`src/rtl/axi_rd_arbiter_pkg.sv`:
```
// Shared AXI channel typedefs and arbiter state encoding for the DDR read-port arbiter.
package axi_rd_arbiter_pkg;

  typedef struct packed {
    logic [3:0]  id;
    logic [31:0] addr;
    logic [7:0]  len;
    logic [2:0]  size;
    logic [1:0]  burst;
    logic        valid;
  } AXI_AW;

  typedef struct packed {
    logic [63:0] data;
    logic [7:0]  strb;
    logic        last;
    logic        valid;
  } AXI_W;

  typedef struct packed {
    logic [3:0]  id;
    logic [31:0] addr;
    logic [7:0]  len;
    logic [2:0]  size;
    logic [1:0]  burst;
    logic        valid;
  } AXI_AR;

  typedef struct packed {
    logic [3:0]  id;
    logic [63:0] data;
    logic [1:0]  resp;
    logic        last;
    logic        valid;
  } AXI_R;

  typedef enum logic [1:0] {
    ARB_IDLE,
    ARB_ADDR,
    ARB_DATA
  } arb_state_e;

endpackage

```
`src/rtl/axi_rd_arbiter_if.sv`:
```
// One AXI read port (AR + R channels); master drives the address and data-ready.
interface axi_rd_arbiter_if;
  import axi_rd_arbiter_pkg::*;

  AXI_AR ar;
  logic  arready;
  AXI_R  r;
  logic  rready;

  modport master (output ar, output rready, input arready, input r);
  modport slave  (input ar, input rready, output arready, output r);

endinterface

```
`src/rtl/axi_rd_arbiter_rr_pick2.sv`:
```
// Combinational two-way round-robin picker: sole requester wins, ties go to i_prio.
module axi_rd_arbiter_rr_pick2 (
  input  logic [1:0] i_valid,
  input  logic       i_prio,
  output logic [1:0] o_grant,
  output logic       o_gnt_idx
);

  always_comb begin
    o_gnt_idx = 1'b0;
    unique case (i_valid)
      2'b01:   o_gnt_idx = 1'b0;
      2'b10:   o_gnt_idx = 1'b1;
      2'b11:   o_gnt_idx = i_prio;
      default: o_gnt_idx = 1'b0;
    endcase
    o_grant = (i_valid == 2'b00) ? 2'b00 : (o_gnt_idx ? 2'b10 : 2'b01);
  end

endmodule

```
`src/rtl/axi_rd_arbiter.sv`:
```
// Two-requester AXI read arbiter: round-robin grant held for one burst, one burst in flight,
// R beats steered back to the owner, optional sticky burst-length mismatch flag.
module axi_rd_arbiter
  import axi_rd_arbiter_pkg::*;
#(
  parameter bit RR_INIT   = 1'b0,
  parameter bit LEN_CHECK = 1'b1
) (
  input  logic             eth_rxck,
  input  logic             rst_rx,
  axi_rd_arbiter_if.slave  req0,
  axi_rd_arbiter_if.slave  req1,
  axi_rd_arbiter_if.master axi,
  output logic             owner_o,
  output logic             busy_o,
  output logic             err_o
);

  arb_state_e r_state, w_state_next;
  logic       r_prio;
  logic       r_owner;
  logic       r_err;
  AXI_AR      r_ar;
  logic [7:0] r_beat_cnt;

  logic [1:0] w_grant;
  logic       w_gnt_idx;
  AXI_AR      w_win_ar;
  logic       w_rready;
  logic       w_r_hs;
  logic       w_len_bad;

  axi_rd_arbiter_rr_pick2 u_pick (
    .i_valid   ({req1.ar.valid, req0.ar.valid}),
    .i_prio    (r_prio),
    .o_grant   (w_grant),
    .o_gnt_idx (w_gnt_idx)
  );

  always_comb begin
    w_win_ar       = w_gnt_idx ? req1.ar : req0.ar;
    w_win_ar.valid = 1'b1;
    w_rready       = (r_state == ARB_DATA) && (r_owner ? req1.rready : req0.rready);
    w_r_hs         = (r_state == ARB_DATA) && axi.r.valid && w_rready;
    // Early last, or the expected final beat arriving without last.
    w_len_bad      = axi.r.last ? (r_beat_cnt != r_ar.len) : (r_beat_cnt == r_ar.len);
  end

  always_ff @(posedge eth_rxck) begin
    if (rst_rx) r_state <= ARB_IDLE;
    else        r_state <= w_state_next;
  end

  always_comb begin
    w_state_next = r_state;
    unique case (r_state)
      ARB_IDLE: if (|w_grant)              w_state_next = ARB_ADDR;
      ARB_ADDR: if (axi.arready)           w_state_next = ARB_DATA;
      ARB_DATA: if (w_r_hs && axi.r.last)  w_state_next = ARB_IDLE;
      default:                             w_state_next = ARB_IDLE;
    endcase
  end

  always_comb begin
    req0.arready = (r_state == ARB_IDLE) && w_grant[0];
    req1.arready = (r_state == ARB_IDLE) && w_grant[1];
    axi.ar       = r_ar;
    axi.rready   = w_rready;
    req0.r       = '0;
    req1.r       = '0;
    if (r_state == ARB_DATA) begin
      if (r_owner) req1.r = axi.r;
      else         req0.r = axi.r;
    end
    owner_o = r_owner;
    busy_o  = (r_state != ARB_IDLE);
    err_o   = r_err;
  end

  always_ff @(posedge eth_rxck) begin
    if (rst_rx) begin
      r_prio     <= RR_INIT;
      r_owner    <= RR_INIT;
      r_ar       <= '0;
      r_beat_cnt <= '0;
      r_err      <= 1'b0;
    end else begin
      unique case (r_state)
        ARB_IDLE: begin
          if (|w_grant) begin
            r_ar    <= w_win_ar;
            r_owner <= w_gnt_idx;
          end
        end
        ARB_ADDR: begin
          if (axi.arready) begin
            r_ar.valid <= 1'b0;
            r_beat_cnt <= '0;
          end
        end
        ARB_DATA: begin
          if (w_r_hs) begin
            r_beat_cnt <= r_beat_cnt + 8'd1;
            if (axi.r.last) r_prio <= ~r_owner;
            if (LEN_CHECK && w_len_bad) r_err <= 1'b1;
          end
        end
        default: ;
      endcase
    end
  end

endmodule

```
`src/flat_wrapper.sv`:
```
// flat-port wrapper written by rule: the top's interface ports become plain ports
module axi_rd_arbiter_flat import axi_rd_arbiter_pkg::*;
#(
  parameter bit RR_INIT   = 1'b0,
  parameter bit LEN_CHECK = 1'b1
)
  (eth_rxck, rst_rx, owner_o, busy_o, err_o, req0_ar, req0_rready, req0_arready, req0_r, req1_ar, req1_rready, req1_arready, req1_r, axi_ar, axi_rready, axi_arready, axi_r);
  axi_rd_arbiter_if req0_i ();
  axi_rd_arbiter_if req1_i ();
  axi_rd_arbiter_if axi_i ();
  input  logic eth_rxck;
  input  logic rst_rx;
  output logic owner_o;
  output logic busy_o;
  output logic err_o;
  input wire logic [$bits(req0_i.ar)-1:0] req0_ar;
  input wire logic [$bits(req0_i.rready)-1:0] req0_rready;
  output wire logic [$bits(req0_i.arready)-1:0] req0_arready;
  output wire logic [$bits(req0_i.r)-1:0] req0_r;
  input wire logic [$bits(req1_i.ar)-1:0] req1_ar;
  input wire logic [$bits(req1_i.rready)-1:0] req1_rready;
  output wire logic [$bits(req1_i.arready)-1:0] req1_arready;
  output wire logic [$bits(req1_i.r)-1:0] req1_r;
  output wire logic [$bits(axi_i.ar)-1:0] axi_ar;
  output wire logic [$bits(axi_i.rready)-1:0] axi_rready;
  input wire logic [$bits(axi_i.arready)-1:0] axi_arready;
  input wire logic [$bits(axi_i.r)-1:0] axi_r;
  assign req0_i.ar = req0_ar;
  assign req0_i.rready = req0_rready;
  assign req0_arready = req0_i.arready;
  assign req0_r = req0_i.r;
  assign req1_i.ar = req1_ar;
  assign req1_i.rready = req1_rready;
  assign req1_arready = req1_i.arready;
  assign req1_r = req1_i.r;
  assign axi_ar = axi_i.ar;
  assign axi_rready = axi_i.rready;
  assign axi_i.arready = axi_arready;
  assign axi_i.r = axi_r;
  axi_rd_arbiter #(.RR_INIT(RR_INIT), .LEN_CHECK(LEN_CHECK)) u_core (.eth_rxck(eth_rxck), .rst_rx(rst_rx), .req0(req0_i), .req1(req1_i), .axi(axi_i), .owner_o(owner_o), .busy_o(busy_o), .err_o(err_o));
endmodule
```
`config.mk`:
```
export PLATFORM = sky130hd
export DESIGN_NAME = axi_rd_arbiter_flat
export DESIGN_NICKNAME = d
export VERILOG_FILES = /design/src/rtl/axi_rd_arbiter_pkg.sv /design/src/rtl/axi_rd_arbiter_if.sv /design/src/rtl/axi_rd_arbiter_rr_pick2.sv /design/src/rtl/axi_rd_arbiter.sv /design/src/flat_wrapper.sv
export SDC_FILE = /design/constraint.sdc
export NUM_CORES = 1
export LEC_CHECK = 0
export ABC_AREA = 0
export ABC_CLOCK_PERIOD_IN_PS = 2300
export BUFFER_PORTS_ARGS = -buffer_cell sky130_fd_sc_hd__buf_2
export CAP_MARGIN = 15
export CORE_AREA = 4 4 143 145
export CTS_BUF_LIST = sky130_fd_sc_hd__clkbuf_8
export DETAILED_ROUTE_END_ITERATION = 16
export DIE_AREA = 0 0 147 149
export PLACE_DENSITY_LB_ADDON = 0.12
export SLEW_MARGIN = 0
export SYNTH_ARGS = -nofsm -noshare
export SYNTH_HDL_FRONTEND = slang
export SYNTH_SLANG_ARGS = --single-unit
```
`constraint.sdc`:
```
create_clock -name eth_rxck -period 2.3 [get_ports eth_rxck]
set_clock_uncertainty 0.05 [all_clocks]
set_input_delay 0.115 -clock eth_rxck [delete_from_list [all_inputs] [get_ports eth_rxck]]
set_output_delay 0.115 -clock eth_rxck [all_outputs]
set_load 0.05 [all_outputs]
```
Word-level counts from Yosys, hierarchy flattened

Cells that the tools add are included.

Flip-flop bits (word level): 63
Bits in latches: 0
RAM bits: 0
Memory bits (read-only): 0
Bits of input ports: 177
Output and inout port bits: 200
Logic and storage cells: 61
Memories kept: 0

Add/subtract/negate cells: 1
$mul: 0
Div/mod/pow operators: 0
Magnitude comparators: 0
Equality and inequality tests: 10
Shift operators: 0
Muxes and demuxes: 20
Bitwise logic cells: 1
Reductions and logical operators: 18

Operators by type and width:

| kind                | count |
|---|---|
| $mux 72             | 4 |
| $mux 50             | 1 |
| $mux 8              | 2 |
| $pmux 8 s2          | 1 |
| $reduce_and 3->1    | 5 |
| $mux 2              | 5 |
| $add 8x1->8 const B | 1 |
| $eq 8x8->1          | 1 |
| $ne 8x8->1          | 1 |
| $eq 2x2->1 const B  | 3 |
| $logic_and 1x1->1   | 6 |
| $ne 2x1->1 const B  | 3 |
| $pmux 2 s3          | 1 |
| $reduce_bool 2->1   | 3 |
| $logic_not 2->1     | 2 |
| $mux 1              | 4 |
| $pmux 1 s2          | 2 |
| $eq 2x1->1 const B  | 1 |
| $ne 2x2->1 const B  | 1 |
| $reduce_and 2->1    | 1 |
| $reduce_or 2->1     | 1 |
| $not 1->1           | 1 |

Depth between registers and ports, before layout

Gate-level depths: netlist of run 1.

Depth after elaboration: 7
Mapped depth: 6
Gate-level depth less buffers: 5

Hierarchy

A second synthesis of run 1 with hierarchy kept.

Cells, all modules: 486
Area total of the unflattened synthesis: 3932.5 um^2

Modules (own cells, without submodules):

| module                  | times used | cells an instance | area each (um^2) | sequential area each (um^2) |
|---|---|---|---|---|
| axi_rd_arbiter          | 1          | 482               | 3906.2           | 1261.2 |
| axi_rd_arbiter_rr_pick2 | 1          | 4                 | 26.3             | 0.0 |

Worst setup path before layout of run 1

OpenSTA, ideal clock, no wires.

Path type: reg-to-output
From: register u_core.r_owner (netlist: u_core.owner_o)
To: output port req1_r[62]
Arrival: 1651 ps
Required time: 2135 ps
Slack: 484 ps
Cell stages (with the launch flop): 4
Path buffers: 2
Path through: dfxtp_1 clkbuf_1 clkbuf_1 and3_1

Longest elaborated chain between the ends: 2

Ends and longest elaborated chain:

| item                     | RTL line             | source |
|---|---|---|
| start: declaration       | axi_rd_arbiter.sv:21 | `logic r_owner;` |
| start signal: assignment | axi_rd_arbiter.sv:92 | `r_owner <= w_gnt_idx;` |
| $mux 72                  | axi_rd_arbiter.sv:72 | `if (r_owner) req1.r = axi.r;` |
| $mux 72                  | axi_rd_arbiter.sv:71 | `if (r_state == ARB_DATA) begin` |
| end: declaration         | flat_wrapper.sv:23   | `output wire logic [$bits(req1_i.r)-1:0] req1_r;` |

Every way passes these cells.

Worst setup path after layout of run 1

From: register u_core.r_state[0]
To: register u_core.r_ar (netlist bit u_core.axi.ar[23])

Longest elaborated chain between the ends: 2

Ends and longest elaborated chain:

| item                       | RTL line             | source |
|---|---|---|
| start: declaration         | axi_rd_arbiter.sv:19 | `arb_state_e r_state, w_state_next;` |
| start signal: assignment   | axi_rd_arbiter.sv:51 | `else r_state <= w_state_next;` |
| $logic_not 2->1            | axi_rd_arbiter.sv:88 | `unique case (r_state)` |
| $reduce_and 2->1 (no line) | -                    |  |
| end signal: assignment     | axi_rd_arbiter.sv:91 | `r_ar <= w_win_ar;` |
| end: declaration           | axi_rd_arbiter.sv:23 | `AXI_AR r_ar;` |

Every way passes these cells.
A chain may end at the register's enable or synchronous reset.

==> impl_results.md, run 1 <==
- Area leader, netlist: dfxtp_1
- Post-route ant nets: 0
- Gr ovfl total: 0
- Buffer depth of the longest clock path: 2
- Critical Path Max Stage Delay: 600 ps
- Core Rows: 51
- Total CTS buffers: 9
- Power, Total: 3.59 mW
- First-pass GRT wire length: 29600 um
- CP Capture Type: flip-flop
- Maximum vdd drop: 0.355 mV
- Post-synth EDFFs: 0
- Unique masters post-synth: 36
- Post-route setup slack: 153 ps
- Fin. Hold Viols: 0
- Total die area: 21900 um^2
- FF+latch count, synth: 63
- CP Launch Point: u_core.r_state[0]
- Die Ht: 149 um
- Pwr Density: 528 nW/um^2
- Syn_nets: 617
- Vias: 5403
- DRT Wirelength: 20200 um
- Port Buffers: 376
- Asr flop ratio synth: 0%
- Sequential fraction of the synthesis area: 34.7%
- Antenna cell count: 0
- Area delta synth->final: 86.7%
- Dpl ws: 356 ps
- Detailed Place HPWL: 15000 um
- Syn avg cell area: 8.29 um^2
- Sink Count: 63
- CTS clk-pin slew, worst paths: 70 ps
- H-tree levels: 3
- Starting Density: 18.9%
- Peak Freq: 466 MHz
- Final setup violation count: 0
- Number of max-cap violations: 0
- Crit path launch type: flip-flop
- Critical path's slowest cell: dlygate4sd3_1
- Yosys top cell area share: 34.7%
- Hold path start: req1_ar[1]
- Worst setup path class: reg2reg
- Top cells by count, synth: and3_1, dfxtp_1, nor2_1
- Iteration-0 DRC Markers: 406
- R2r startpoint: u_core.r_state[0]
- Syn Inst Count: 439
- Synth area leaders: dfxtp_1, and3_1, a222oi_1
- Drt wl/cell: 17.7 um
- Placer Congestion: 0.890
- Status: complete, no violations
- Critical Path AT: 2300 ps
- Final Critical Period: 2150 ps
- Max-Slew Margin vs Limit: 50.8%
- Die width: 147 um
- Top FF cell, synth: dfxtp_1
- Crit path max fanout: 45
- CP Cell Sequence: nor2_2 -> o21ai_4 -> buf_4 -> a222oi_1 -> dlygate4sd3_1 -> nor2_1
- Initial antenna violation count: 1
- Layout cells sized above 1: 46.6%
- Total track usage: 16.9%
- RSZ-0062 raised after global routing: false
- Clk_lat worst skew: 340 ps
- CTS tree: built
- Top-count cell post-synth: and3_1
- Total leakage power: 4.09 nW
- Measured slew at the worst slew-check pin: 739 ps
- Boundary Pins: 377
- Worst Hold Class: in2reg
- Mapped Area: 3640 um^2
- Post-layout net count: 1050
- Post-route DRC: 0
- WP data required: 2450 ps
- Final Slew Violations: 0
- DRT Pass-1 Iters: 9
- DR vias/cell: 4.73
- Synth warnings: 0
- Vias in the first global route: 5220
- Core area: 19200 um^2
- Crit share post-route: 93.3%
- Root Driver: clkbuf_8
- Post-route setup TNS: 0 ps
- Largest net degree at the start of global routing: 74
[layout make-up]
type                            instances  area, um^2
Fill cell                            2075       12400
Timing Repair Buffer                  474        2900
Multi-Input combinational cell        318        2100
Sequential cell                        63        1260
Tap cell                              265         332
Clock buffer                           10         138
Clock inverter                          6        37.5
Inverter                                6        22.5
[report_power, final]
part	total, mW	switching, mW	internal (mW)
Combinational	1.48	0.925	0.552
Clock	0.868	0.454	0.414
Sequential	1.24	0.0618	1.18
Total	3.59	1.44	2.14
[worst max-delay path: cells and delay by family (launching register included)]
kind | cells | cell delay (ps)
and+or+nand+nor | 2 | 280
AOI/OAI and AO/OA | 2 | 410
buffers and inverters | 2 | 880
DFF | 1 | 360
[cell usage in the layout (no fill, tap or decap), drive strengths merged, types with 3 or more instances in the layout]
cell type      n
buf          384
and3         146
dlygate4sd3   90
dfxtp         63
nor2          60
a222oi        45
xor2          10
clkbuf        10
a21oi          8
o21ai          8
inv            7
mux2i          6
nand4          5
or3            5
a211oi         5
and2           3
clkinv         3
[per-layer routing]
metal	up-vias	wire, um	global-route usage (%)
li1	2541	-	-
met1	2559	8110	20.3
met2	263	10100	30.1
met3	38	1530	4.56
met4	2	434	4.57
met5	-	13	0
[through the flow]
step | util [%] | hold WS, ps | cells | area, um^2
finish | 35.4 | 23.4 | 1142 | 6790
global route | 35.4 | 32.4 | 1142 | 6790
CTS | 35.2 | 1.63 | 1141 | 6770
detailed placement | 29.6 | 325 | 1035 | 5690
global placement | 29.6 | 308 | 1035 | 5690
floorplan | - | 157 | 439 | 3640
[path summary, 6_finish.rpt]
kind                                           to  cells past startpoint  slack, ps
worst max-delay path            u_core.axi.ar[23]                      6        150
worst min-delay path             u_core.axi.ar[1]                      3         20
worst max register to register  u_core.axi.ar[23]                      6        150
worst min register to register   u_core.axi.ar[0]                      2        450
[state kept, by name (all words and copies together), names as in the netlist]
signal	count
u_core.r_state	2
u_core.owner_o	1
u_core.axi.ar	50
u_core.r_beat_cnt	8
u_core.r_prio	1
u_core.err_o	1
[cell families (layout without fill, tap and decap cells)]
group,count (synthesis),after routing,synth area share [%]
compound gates,71,71,17.4
xor+xnor,10,10,2.41
fa+ha+maj,1,1,0.344
buf+inv,59,496,7.98
flops,63,63,34.7
mux,7,7,2.06
simple gates,228,229,35.2
[what timing repair did]
item	CTS	global route
setup endpoints to repair	0	99
endpoints found under the hold margin	46	0
setup buffers	0	0
hold buffers	90	0
resized for setup	0	6
No activity file was read; power rests on OpenSTA's default activity.
==> run 2: changes to the inputs <==
--- a/config.mk
+++ b/config.mk
@@ -6,7 +6,7 @@
 export NUM_CORES = 1
 export LEC_CHECK = 0
 export ABC_AREA = 0
-export ABC_CLOCK_PERIOD_IN_PS = 2300
+export ABC_CLOCK_PERIOD_IN_PS = 2100
 export BUFFER_PORTS_ARGS = -buffer_cell sky130_fd_sc_hd__buf_2
 export CAP_MARGIN = 15
 export CORE_AREA = 4 4 143 145
==> constraint.sdc (replaced) <==
create_clock -name eth_rxck -period 2.1 [get_ports eth_rxck]
set_clock_uncertainty 0.05 [all_clocks]
set_input_delay 0.105 -clock eth_rxck [delete_from_list [all_inputs] [get_ports eth_rxck]]
set_output_delay 0.105 -clock eth_rxck [all_outputs]
set_load 0.05 [all_outputs]
==> impl_results.md, run 2 (synthesis results as in run 1) <==
- Number of max-cap violations: 0 (unchanged)
- Pwr Density: 582 nW/um^2 (was 528 nW/um^2)
- Layout cells sized above 1: 47.3% (was 46.6%)
- RSZ-0062 raised after global routing: false (unchanged)
- Reg2Reg Depth: 6 (unchanged)
- Critical Path AT: 1840 ps (was 2300 ps)
- Clk_lat worst skew: 340 ps (about the same)
- Most common cell after layout, fill and taps aside: buf_2 (unchanged)
- Status: complete, no violations (unchanged)
- Sw frac: 39.5% (was 40.2%)
- Core area: 19200 um^2 (unchanged)
- Largest register FFs: 50 (unchanged)
- CTS clk-pin slew, worst paths: 80 ps (was 70 ps)
- Post-route DRC: 0 (unchanged)
- Final Non-Filler Cells: 1147 (was 1142)
- Vias: 5421 (was 5403)
- DR vias/cell: 4.73 (about the same)
- Boundary Pins: 377 (unchanged)
- Most frequent cells in the layout: buf_2, and3_1, dlygate4sd3_1 (unchanged)
- Maximum vdd drop: 0.363 mV (was 0.355 mV)
- Buffer depth of the longest clock path: 2 (unchanged)
- Detailed Place HPWL: 14800 um (was 15000 um)
- Total leakage power: 4.18 nW (was 4.09 nW)
- H-tree levels: 3 (unchanged)
- Port Buffers: 376 (unchanged)
- Die width: 147 um (unchanged)
- Critical Path Max Stage Delay: 400 ps (was 600 ps)
- Area delta synth->final: 89.7% (was 86.7%)
- Crit share post-route: 95.0%
- Fin. Hold Viols: 0 (unchanged)
- Iteration-0 DRC Markers: 494 (was 406)
- Final Slew Violations: 0 (unchanged)
- Final setup violation count: 0 (unchanged)
- CP bufs+invs: 2 (unchanged)
- Post-route setup TNS: 0 ps (unchanged)
- Placer Congestion: 0.852 (was 0.890)
- Sink Count: 63 (unchanged)
- Measured slew at the worst slew-check pin: 732 ps (was 739 ps)
- Starting Density: 18.9% (unchanged)
- DRT Pass-1 Iters: 9 (unchanged)
- Total track usage: 16.8% (was 16.9%)
- Initial antenna violation count: 0 (was 1)
- First-pass GRT wire length: 29400 um (was 29600 um)
- Post-layout net count: 1055 (was 1050)
- Switching power: 1.59 mW (was 1.44 mW)
- Critical path's slowest cell: and2b_4 (was dlygate4sd3_1)
- Gr ovfl total: 0 (unchanged)
- Worst setup path class: reg2out (was reg2reg)
- Worst hold slack: 27.8 ps (was 23.4 ps)
- Final Critical Period: 2000 ps
- Root Driver: clkbuf_8 (unchanged)
- Vias in the first global route: 5114 (was 5220)
- CP Capture Type: output port (was flip-flop)
- Antenna cell count: 0 (unchanged)
- Clock Power Share: 27.0% (was 24.2%)
- Drt wl/cell: 17.7 um (about the same)
- Post-route ant nets: 0 (unchanged)
- Largest net degree at the start of global routing: 73 (was 74)
- WP data required: 1950 ps (was 2450 ps)
- Peak Freq: 501 MHz
- Combinational share of power: 39.0% (was 41.2%)
- Sequential power share: 34.0% (was 34.6%)
- Worst Hold Class: in2reg (unchanged)
- Crit path launch type: flip-flop (unchanged)
- Delay-heaviest family, CP: simple AND/OR/NAND/NOR gates (was buffers and inverters)
- CTS tree: built (unchanged)
- Total die area: 21900 um^2 (unchanged)
- WHS Path Cells: 3 (unchanged)
- Crit path max fanout: 62 (was 45)
- Internal power: 2.43 mW (was 2.14 mW)
- Total CTS buffers: 9 (unchanged)
- CP Cell Sequence: and2b_4 -> buf_12 -> and3_1 -> buf_2 (was nor2_2 -> o21ai_4 -> buf_4 -> a222oi_1 -> dlygate4sd3_1 -> nor2_1)
- Die Ht: 149 um (unchanged)
- DRT Wirelength: 20300 um (was 20200 um)
- Core Rows: 51 (unchanged)
- Max-Slew Margin vs Limit: 51.2% (was 50.8%)
- Stages on worst setup path: 4 (was 6)
- Placed cells: 1038 (was 1035)
-- run 2: cell count changes in the layout (fill, tap and decap cells not counted), sizes merged --
cell	delta
buf	+4
bufinv	+1
clkbuf	+1
clkinv	-1
clkinvlp	-1
inv	+1
-- run 2: per-layer routing --
layer	share of wire (%)	GRT usage [%]
met2	51	29.6
met5	0	0
met3	7.6	3.65
met1	40	20.8
met4	1.8	4.19
-- run 2: final cells by class --
cell class	instances	area [um^2]
clock buffers	10	138
clock inverters	6	60.1
fillers	2040	12300
inverters	6	22.5
multi-input cells	318	2120
flip-flops and latches	63	1270
well taps	265	332
repair buffers	479	2970
-- run 2: path summary, 6_finish.rpt --
path / from / to / slack [ps]
max: u_core.r_state[0] / req1_r[36] / 100
min: req0_ar[14] / u_core.axi.ar[14] / 30
max reg2reg: u_core.r_state[0] / u_core.axi.ar[34] / 130
min reg2reg: u_core.axi.ar[2] / u_core.axi.ar[2] / 450
-- run 2: per-stage QoR --
step	cell area (um^2)	worst slack, ps	total power, mW	util [%]
final	6900	104	4.02	35.9
after CTS	6850	10.1	4.03	35.6
after global placement	5740	343	2.76	29.9
after floorplan	3640	294	2.30	-
after global routing	6900	16.4	4.21	35.9
after detailed placement	5740	292	2.76	29.9
-- run 2: power by group through the flow --
stage | logic, mW | clock network, mW | registers [mW]
detailed placement | 1.38 | 0 | 1.38
global route | 1.67 | 1.17 | 1.38
finish | 1.57 | 1.09 | 1.36
global placement | 1.37 | 0 | 1.39
floorplan | 0.625 | 0 | 1.68
CTS | 1.54 | 1.13 | 1.36
-- run 2: tightest hold or removal path, delay by kind of cell --
kind / cells / cell delay [ps]
AND/OR/NAND/NOR: 1 / 110
AO/OA/AOI/OAI: 1 / 80
buffers and inverters: 1 / 80
-- run 2: timing repair --
| item | CTS | global route |
|---|---|---|
| cloned | 1 | 1 |
| hold endpoints to repair | 46 | 0 |
| pin swaps | 0 | 1 |
| hold buffers | 90 | 0 |
| setup endpoints to repair | 21 | 89 |
| gates resized for setup | 0 | 7 |
| setup buffers | 0 | 1 |
==> run 3: changes to the inputs <==
--- a/config.mk
+++ b/config.mk
@@ -6,7 +6,7 @@
 export NUM_CORES = 1
 export LEC_CHECK = 0
 export ABC_AREA = 0
-export ABC_CLOCK_PERIOD_IN_PS = 2100
+export ABC_CLOCK_PERIOD_IN_PS = 2200
 export BUFFER_PORTS_ARGS = -buffer_cell sky130_fd_sc_hd__buf_2
 export CAP_MARGIN = 15
 export CORE_AREA = 4 4 143 145
==> constraint.sdc (replaced) <==
create_clock -name eth_rxck -period 2.2 [get_ports eth_rxck]
set_clock_uncertainty 0.05 [all_clocks]
set_input_delay 0.11 -clock eth_rxck [delete_from_list [all_inputs] [get_ports eth_rxck]]
set_output_delay 0.11 -clock eth_rxck [all_outputs]
set_load 0.05 [all_outputs]
==> impl_results.md, run 3 (synthesis results as in run 1) <==
- First-pass GRT wire length: 29700 um (was 29400 um)
- Crit path max fanout: 24 (was 62)
- Worst hold slack: 57.7 ps (was 27.8 ps)
- DR vias/cell: 4.69 (was 4.73)
- Crit path launch type: flip-flop (unchanged)
- Root Driver: clkbuf_8 (unchanged)
- Most frequent cells in the layout: buf_2, and3_1, dlygate4sd3_1 (unchanged)
- Die width: 147 um (unchanged)
- Clk_lat worst skew: 340 ps (about the same)
- Total CTS buffers: 9 (unchanged)
- Core area: 19200 um^2 (unchanged)
- Sw frac: 39.9% (was 39.5%)
- Pwr Density: 548 nW/um^2 (was 582 nW/um^2)
- Starting Density: 18.9% (unchanged)
- RSZ-0062 raised after global routing: true (was false)
- Status: complete, no violations (unchanged)
- Initial antenna violation count: 0 (unchanged)
- Placer Congestion: 0.872 (was 0.852)
- Most common cell after layout, fill and taps aside: buf_2 (unchanged)
- Gr ovfl total: 0 (unchanged)
- Largest net degree at the start of global routing: 75 (was 73)
- Buffer depth of the longest clock path: 2 (unchanged)
- Total die area: 21900 um^2 (unchanged)
- Drt wl/cell: 17.7 um (about the same)
- Filler cell count: 2029 (was 2040)
- Dpl ws: 412 ps (was 292 ps)
- Total track usage: 17.0% (was 16.8%)
- Final setup violation count: 0 (unchanged)
- Worst Hold Class: in2reg (unchanged)
- Antenna cell count: 0 (unchanged)
- Clock Power Share: 26.0% (was 27.0%)
- Largest register FFs: 50 (unchanged)
- Vias in the first global route: 5118 (was 5114)
- Max-Slew Margin vs Limit: 50.2% (was 51.2%)
- Final Slew Violations: 0 (unchanged)
- Placed cells: 1040 (was 1038)
- Die Ht: 149 um (unchanged)
- Peak Freq: 483 MHz
- H-tree levels: 3 (unchanged)
- WHS Path Cells: 3 (unchanged)
- Setup Fix Bufs, Post-CTS: 0 (unchanged)
- Core Rows: 51 (unchanged)
- Maximum vdd drop: 0.313 mV (was 0.363 mV)
- CP Capture Type: flip-flop (was output port)
- Vias: 5388 (was 5421)
- Final Non-Filler Cells: 1148 (was 1147)
- Layout cells sized above 1: 47.2% (was 47.3%)
- Number of max-cap violations: 0 (unchanged)
- Post-route setup slack: 128 ps (was 104 ps)
- Sequential power share: 34.6% (was 34.0%)
- Post-route setup TNS: 0 ps (unchanged)
- Boundary Pins: 377 (unchanged)
- Switching power: 1.50 mW (was 1.59 mW)
- Total leakage power: 4.15 nW (was 4.18 nW)
- Combinational share of power: 39.4% (was 39.0%)
- Fin. Hold Viols: 0 (unchanged)
- Final Critical Period: 2070 ps
- Critical Path AT: 2290 ps (was 1840 ps)
- Post-layout net count: 1056 (was 1055)
- WP data required: 2410 ps (was 1950 ps)
- CTS clk-pin slew, worst paths: 80 ps (about the same)
- Internal power: 2.26 mW (was 2.43 mW)
- Sink Count: 63 (unchanged)
- Post-route DRC: 0 (unchanged)
- Worst setup path class: reg2reg (was reg2out)
- DRT Pass-1 Iters: 8 (was 9)
- Detailed Place HPWL: 14700 um (was 14800 um)
- DRT Wirelength: 20300 um (about the same)
- Measured slew at the worst slew-check pin: 748 ps (was 732 ps)
- Iteration-0 DRC Markers: 590 (was 494)
- Area delta synth->final: 88.7% (was 89.7%)
- CTS tree: built (unchanged)
- Port Buffers: 376 (unchanged)
- Post-route ant nets: 0 (unchanged)
- Crit share post-route: 94.2%
- Reg2Reg Depth: 7 (was 6)
run 3: per-layer routing:
metal / global-route usage [%] / share of wire, % / vias to the layer above
li1: - / - / 2544
met1: 21.6 / 41 / 2514
met2: 29.2 / 50 / 310
met3: 3.95 / 7.9 / 20
met4: 4.05 / 1.5 / 0
met5: 0 / 0 / -
run 3: path summary, 6_finish.rpt:
kind / endpoint / start / slack [ps]
setup reg to reg: u_core.axi.ar[10] / u_core.r_state[0] / 130
hold / removal: u_core.axi.ar[9] / req1_ar[9] / 60
hold reg to reg: u_core.axi.ar[47] / u_core.axi.ar[47] / 450
setup / recovery: u_core.axi.ar[10] / u_core.r_state[0] / 130
run 3: area by class of cell:
type                    count  area, um^2  area share (%)
flip-flops and latches     63        1260            18.4
clock buffers              12         165            2.41
clock inverters             4        28.8           0.419
well taps                 265         332            4.83
repair buffers            480        2950            42.9
multi-input cells         318        2100            30.6
inverters                   6        22.5           0.328
run 3: critical path, cell delays in order, from the launching register on:
cell and delay (ps):
dfxtp_2 370, nor2_2 220, inv_2 90, a211oi_4 230
buf_6 260, a222oi_1 130, dlygate4sd3_1 580, nor2_1 80
run 3: repair_timing:
action / 4_1_cts / 5_1_grt
hold buffers: 91 / 0
endpoints found under the setup margin: 0 / 82
resized for setup: 0 / 5
hold endpoints to repair: 46 / 0
run 3: power groups by stage:
| stage | clock, mW | combinational [mW] | sequential, mW |
|---|---|---|---|
| global route | 1.07 | 1.57 | 1.31 |
| finish | 0.979 | 1.48 | 1.30 |
| global placement | 0 | 1.31 | 1.32 |
| CTS | 1.02 | 1.47 | 1.30 |
| floorplan | 0 | 0.596 | 1.60 |
| detailed placement | 0 | 1.32 | 1.32 |
run 3: stage by stage:
step / instance area [um^2] / total power, mW / utilization (%)
finish: 6860 / 3.76 / 35.7
global route: 6860 / 3.96 / 35.7
CTS: 6850 / 3.78 / 35.6
detailed placement: 5740 / 2.63 / 29.9
global placement: 5740 / 2.63 / 29.9
floorplan: 3640 / 2.20 / -
